`src/rtl/cpu_types_pkg.sv`:
```
// cpu_types_pkg: shared CPU datapath types and branch predictor constants.
package cpu_types_pkg;
    typedef logic [31:0] word_t;
    localparam word_t PC_STEP = 32'd4;
    // weakly-taken counter start value for a CTR_BITS-wide counter
    function automatic logic [3:0] BP_CTR_INIT(input int bits);
        return 4'(1 << (bits - 1));
    endfunction
endpackage

```
`src/rtl/sat_counter.sv`:
```
// sat_counter: next value of a W-bit up/down counter that saturates at both ends.
module sat_counter #(
    parameter int W = 2
) (
    input  logic [W-1:0] ctr,
    input  logic         up,
    output logic [W-1:0] nxt
);
    assign nxt = up ? (&ctr ? ctr : ctr + 1'b1) : (|ctr ? ctr - 1'b1 : ctr);
endmodule

```
`src/rtl/dynamic_branch_predictor.sv`:
```
// dynamic_branch_predictor: direct-mapped BTB with saturating direction counters,
// zero-latency lookup at fetch, update and mispredict detection at resolve.
module dynamic_branch_predictor
    import cpu_types_pkg::*;
#(
    parameter int ENTRIES  = 16,
    parameter int CTR_BITS = 2,
    parameter int BYPASS   = 0,
    parameter int STAT_W   = 32
) (
    input  logic              CLK,
    input  logic              RST,
    input  logic              stall,
    input  logic              inv_all,
    input  word_t             if_pc,
    output logic              pred_taken,
    output word_t             pred_target,
    input  logic              upd_valid,
    input  word_t             upd_pc,
    input  logic              upd_taken,
    input  word_t             upd_target,
    input  logic              upd_pred_taken,
    input  word_t             upd_pred_target,
    output logic              mispredict,
    output word_t             correct_pc,
    output logic [STAT_W-1:0] stat_branches,
    output logic [STAT_W-1:0] stat_mispred
);
    localparam int IDX_W = $clog2(ENTRIES);
    localparam int TAG_W = 32 - IDX_W - 2;
    typedef struct packed {
        logic                valid;
        logic [TAG_W-1:0]    tag;
        word_t               target;
        logic [CTR_BITS-1:0] ctr;
    } entry_t;
    entry_t              tbl [ENTRIES];
    entry_t              upd_old, upd_new, look;
    logic [IDX_W-1:0]    upd_idx, if_idx;
    logic [TAG_W-1:0]    upd_tag, if_tag;
    logic [CTR_BITS-1:0] ctr_nxt;
    logic                upd_hit, do_write, do_count;
    logic                unused_lsb;
    assign unused_lsb = ^{if_pc[1:0], upd_pc[1:0]};
    assign upd_idx = upd_pc[IDX_W+1:2];
    assign upd_tag = upd_pc[31:IDX_W+2];
    assign if_idx  = if_pc[IDX_W+1:2];
    assign if_tag  = if_pc[31:IDX_W+2];
    assign upd_old = tbl[upd_idx];
    assign upd_hit = upd_old.valid && upd_old.tag == upd_tag;
    sat_counter #(.W(CTR_BITS)) u_ctr (.ctr(upd_old.ctr), .up(upd_taken), .nxt(ctr_nxt));
    // a miss only allocates on taken; a hit keeps its old target when not taken
    assign upd_new = upd_hit
        ? entry_t'{valid: 1'b1, tag: upd_tag, target: upd_taken ? upd_target : upd_old.target, ctr: ctr_nxt}
        : entry_t'{valid: 1'b1, tag: upd_tag, target: upd_target, ctr: CTR_BITS'(BP_CTR_INIT(CTR_BITS))};
    assign do_write = !RST && upd_valid && !stall && !inv_all && (upd_hit || upd_taken);
    assign do_count = upd_valid && !stall;
    assign look = (BYPASS != 0 && do_write && upd_idx == if_idx) ? upd_new : tbl[if_idx];
    // RST masks the lookup so outputs reflect the cleared table during reset
    assign pred_taken  = !RST && look.valid && look.tag == if_tag && look.ctr[CTR_BITS-1];
    assign pred_target = pred_taken ? look.target : if_pc + PC_STEP;
    assign mispredict  = upd_valid && (upd_pred_taken != upd_taken ||
                                       (upd_taken && upd_pred_target != upd_target));
    assign correct_pc  = upd_taken ? upd_target : upd_pc + PC_STEP;
    always_ff @(posedge CLK) begin
        if (RST) begin
            for (int i = 0; i < ENTRIES; i++) tbl[i] <= '0;
            stat_branches <= '0;
            stat_mispred  <= '0;
        end else begin
            if (inv_all) begin
                for (int i = 0; i < ENTRIES; i++) tbl[i].valid <= 1'b0;
            end else if (do_write) begin
                tbl[upd_idx] <= upd_new;
            end
            if (do_count && !(&stat_branches)) stat_branches <= stat_branches + 1'b1;
            if (do_count && mispredict && !(&stat_mispred)) stat_mispred <= stat_mispred + 1'b1;
        end
    end
endmodule
```
`config.mk`:
```
export PLATFORM = sky130hd
export DESIGN_NAME = dynamic_branch_predictor
export DESIGN_NICKNAME = d
export VERILOG_FILES = /design/src/rtl/cpu_types_pkg.sv /design/src/rtl/sat_counter.sv /design/src/rtl/dynamic_branch_predictor.sv
export SDC_FILE = /design/constraint.sdc
export NUM_CORES = 2
export LEC_CHECK = 0
export CORE_ASPECT_RATIO = 1.5
export CORE_MARGIN = 1.5
export CORE_UTILIZATION = 65
export DETAILED_ROUTE_END_ITERATION = 10
export DONT_BUFFER_PORTS = 1
export GPL_ROUTABILITY_DRIVEN = 0
export HOLD_SLACK_MARGIN = 0.02
export PLACE_DENSITY = 0.85
export SKIP_LAST_GASP = 1
export SYNTH_ARGS = -nofsm -noshare
export SYNTH_HDL_FRONTEND = slang
export SYNTH_SLANG_ARGS = --single-unit
```
`constraint.sdc`:
```
create_clock -name CLK -period 7.2 [get_ports CLK]
set_input_delay 1.08 -clock CLK [delete_from_list [all_inputs] [get_ports CLK]]
set_output_delay 1.08 -clock CLK [all_outputs]
set_load 0.05 [all_outputs]
```
# == Word-level counts from Yosys, hierarchy flattened ==
# Memory sizes are Yosys's and may differ from the RTL's.
# Index checks and enable logic that the tools add are counted.
# totals
register_bits,64
ram_bits,976
mem_count,1
out_inout_bits,130
inputBits,135
# memory_table
memory,words,width,read_ports,rd_clocked_by_memory_dff,write_ports,line_no,rtl
tbl,16,61,2,0,16,dynamic_branch_predictor.sv:37,entry_t tbl [ENTRIES];
# classes
eq_ne,4
reduce_logical,26
n_addsub,6
muxes,35
bitwise_logic,16
# ops
op,n
$mux 32,3
$add 32x1->32 const B,2
$add 32x3->32 const B,2
$reduce_and 32->1,2
$mux 61,1
$reduce_or 61->1,1
$eq 26x26->1,2
$mux 34,1
$ne 32x32->1,1
$mux 1,25
$or 1x1->1,16
$logic_and 1x1->1,14
$mux 2,4
$logic_not 1->1,5
$mux 4,1
$add 2x1->2 const B,1
$logic_or 1x1->1,2
$reduce_and 2->1,1
$reduce_or 2->1,1
$sub 2x1->2 const B,1
$ne 1x1->1,1

# == Longest topological paths before layout ==
# logic_depth
depth_word,11
ltp_mapped,15
depth_no_buf,9

# == Hierarchy ==
# From an unflattened synthesis, not the netlist that was laid out.
# hier_totals
hier_cells,4165
hier_area_um2,59405.7
# by_module_without_submodules
mod,area_per_inst_um2,n_inst,seq_area_each_um2,cells_each
dynamic_branch_predictor,59379.4,1,30429.2,4162
sat_counter,26.3,1,0.0,3

# == Worst setup path before layout ==
# No wires, ideal clock.
# synth_timing
path_type,input to output
start,input if_pc[2]
end,output pred_target[2]
path_buffers,5
slack_ns,0.984
t_arrival_ns,5.136
cell_stages,11
cell_sequence,clkbuf_1 buf_2 buf_1 mux4_2 mux4_2 xnor2_1 nand4_1 or4_1 clkbuf_1 clkbuf_1 mux2i_1
# synth_between
elab_chain_len,5
elab_cells_between_ends,7
classes_between,add/sub (1); eq/ne (1); mux (1); reduce/logical (3); memory (1)
# synth_lines
element,line_no,rtl
from (decl),dynamic_branch_predictor.sv:15,"input word_t if_pc,"
$mem_v2 16x61,n/a,
$eq 26x26->1 / $logic_and 1x1->1 (equally long branches),dynamic_branch_predictor.sv:60,assign pred_taken = !RST && look.valid && look.tag == if_tag && look.ctr[CTR_BITS-1];
$logic_and 1x1->1 (2 in series),dynamic_branch_predictor.sv:60,
$mux 32 *,dynamic_branch_predictor.sv:61,assign pred_target = pred_taken ? look.target : if_pc + PC_STEP;
to (decl),dynamic_branch_predictor.sv:17,"output word_t pred_target,"
# Every way passes the cells marked *; elsewhere a longest branch is shown, timed or not.

# == Worst setup path after layout ==
# layout_timing
start,input if_pc[2]
end,output pred_target[26]
# The elaborated chain is that of the path after synthesis.

==> impl_metrics.tcl <==
set metrics [dict create \
    status "completed" \
    clkLatencyLatePin_ps 700 \
    dp_slack_ps 1200 \
    yosysSeqAreaShare 0.556 \
    clock-root-buffer "clkbuf_16" \
    endpoint_kind "primary output" \
    grt_pass1_vias 40000 \
    cpMostUsedCell "mux4_2" \
    grt_setup_unrepaired "false" \
    p_per_area_nw_per_um2 235 \
    die_y_um 358 \
    vias_per_cell 7.95 \
    cap_violations 0 \
    io_buffer_count 0 \
    worst-setup-path-type "in2out" \
    yosys_warnings 0 \
    io_pins 265 \
    h-tree-depth 3 \
    fin_crit_ps 6600 \
    post_cts.repair.setup_buffers 0 \
    skew_ps 41.1 \
    post_cts_resized 0 \
    min_period_over_period 0.916 \
    antenna_found_initial 18 \
    grtUsageTotal 0.456 \
    hold_viol 0 \
    critPathMaxStageDelay_ps 1140 \
    clk_pin_slew_ps 70 \
    fmax_ghz 0.152 \
    start_util 0.654 \
    avgSynthCellArea_um2 13.8 \
    wl_um 195000 \
    async_flop_share 0 \
    synthFlopType "edfxtp_1" \
    cts_buffers 92 \
    grt_pass1_wl_um 271000 \
    dpl.hpwl_um 109000 \
    synth_edf_count 960 \
    grt_max_degree 294 \
    vdd.ir_drop.worst_v 0.000196 \
    cts_tree "built" \
    hold_depth 1 \
    synthesis.nets 4093 \
    core_um2 83600 \
    crit_required_ps 6120 \
    clock_sinks 1040 \
    n_fill_cell 5032 \
    finalSetupTns_ps 0 \
    cp.arrival_ps 5520 \
    fin_nets 3951 \
    layoutNonFillerInstCount 5016 \
    path_cells "mux4_2 -> mux4_2 -> xnor2_1 -> nand4_1 -> or4_2 -> buf_4 -> mux2_2" \
    ys_seq_elements 1040 \
    first_pass_iters 7 \
    wl_per_cell_um 38.9 \
    setup_ws_ps 605 \
    die_area_um2 85900 \
    fp-row-count 130 \
    num_vias 39900 \
    area_growth_syn_to_layout_pct 8.20 \
    synth.distinct_cells 65 \
    cp-start-kind "primary input" \
    syn_area_um2 54700 \
    crit_fanout 252 \
    slew_violations 0 \
    postRouteAntennaNets 0 \
    cts_hold_buffers 0 \
    worstHoldPathType "in2reg" \
    crit_slowest_cell "or4_2" \
    relSlewSlack 0.0772 \
    synthCells 3951 \
    die_x_um 240 \
    max_slew.worst_pin.slew_ps 1380 \
    drive_gt1_frac 0.225 \
    finalSetupViolations 0 \
    dp.cells 4837 \
    drt_iter0_markers 8077 \
    worst_r2r_path_depth 11 \
    leakagePower_nw 19.9 \
    cts_buffer_depth 3 \
    grt_remaining_overflow 0 \
    drc 0 \
]
layout make-up:
class	instances	area [um2]	share of cell area
Tap cell	1122	1400	0.0237
Antenna cell	10	25.0	0.000423
Multi-Input combinational cell	2503	22800	0.385
Timing Repair Buffer	121	1150	0.0194
Clock inverter	51	577	0.00975
Clock buffer	118	2640	0.0446
Sequential cell	1040	30400	0.514
Inverter	51	194	0.00328
final timing paths:
check                           slack, ps                              to                      from
worst min-delay path                  470  stat_branches[15]$_SDFFE_PP0P_                       RST
worst max-delay path                  600                 pred_target[26]                  if_pc[2]
worst max register to register       2070        tbl[7][12]$_SDFFCE_PN0P_  tbl[2][57]$_SDFFCE_PN0P_
worst min register to register        470         tbl[0][60]$_SDFFE_PP1P_   tbl[0][60]$_SDFFE_PP1P_
metal layers:
metal | GRT usage | vias up | part of all wire
met5 | 0 | - | 0.0012
met4 | 0.360 | 22 | 0.10
met3 | 0.226 | 1437 | 0.20
met2 | 0.672 | 4713 | 0.43
met1 | 0.505 | 19000 | 0.27
li1 | - | 14700 | -
cell usage in the layout (no fill, tap or decap), drive strengths merged, types with 21 or more instances in the layout:
cell / instances
xor2: 81
inv: 49
edfxtp: 960
clkbuf: 118
clkinv: 36
nor3: 32
o21ai: 47
nor4: 24
nor2: 1060
nand3: 53
nand2: 135
mux2: 39
buf: 121
a21oi: 21
mux4: 529
mux2i: 129
dfxtp: 80
nand4: 53
xnor2: 104
a22oi: 26
cells in the mapped netlist, drive strengths merged (4+ instances only):
cell type	count	area, um2
nor2	1060	3980
edfxtp	960	28800
mux4	529	11900
clkbuf	237	890
nand2	135	507
mux2i	129	1290
buf	120	623
xnor2	104	911
xor2	81	709
dfxtp	80	1600
nand3	53	265
nand4	53	369
o21ai	47	235
inv	43	161
mux2	39	439
nor3	32	160
a22oi	26	195
nor4	24	156
a21oi	21	105
nand2b	19	119
and3	16	100
a221oi	14	123
or3	13	81.3
and4	12	105
and2	11	68.8
a22o	10	87.6
clkinv	8	30.0
ha	7	87.6
nor2b	7	43.8
o22ai	6	37.5
a211oi	5	37.5
a31oi	5	31.3
a21o	4	30.0
o2bb2ai	4	35.0
through the flow:
step                      hold slack [ps]   util  area [um2]  total power [mW]
after floorplan                       432      -       54700              8.28
after global placement                444  0.669       55900              8.53
after detailed placement              452  0.669       55900              8.61
after CTS                             461  0.708       59200              13.8
after global routing                  471  0.708       59200              14.1
final                                 466  0.708       59200              13.9
sequential cells by signal, summed over array words and instances (netlist names):
| register | flops |
|---|---|
| stat_branches | 32 |
| stat_mispred | 32 |
| tbl | 976 |
worst max-delay path, delay by kind of cell:
| family | cells | cell delay, ps |
|---|---|---|
| mux | 3 | 1560 |
| buf+inv | 1 | 420 |
| xor+xnor | 1 | 740 |
| simple gates | 2 | 1460 |
cells by family (layout without fill, tap and decap cells):
family / Yosys count / in the layout / share of synthesized area
AOI/OAI and AO/OA: 173 / 173 / 0.0221
xor gates and xnor gates: 185 / 185 / 0.0296
adders and majority gates: 8 / 8 / 0.00178
buffers and inverters: 408 / 341 / 0.0312
DFF: 1040 / 1040 / 0.556
muxes: 697 / 697 / 0.249
other: 0 / 10 / 0
and+or+nand+nor: 1440 / 1440 / 0.110
power by group:
group | total, mW | leakage [nW] | switching, mW | internal (mW)
sequential | 7.05 | 9.77 | 0.178 | 6.87
clock | 5.33 | 1.56 | 2.33 | 3.00
combinational | 1.54 | 8.57 | 0.837 | 0.708
total | 13.9 | 19.9 | 3.34 | 10.6
Power figures use the tool's default switching activity.
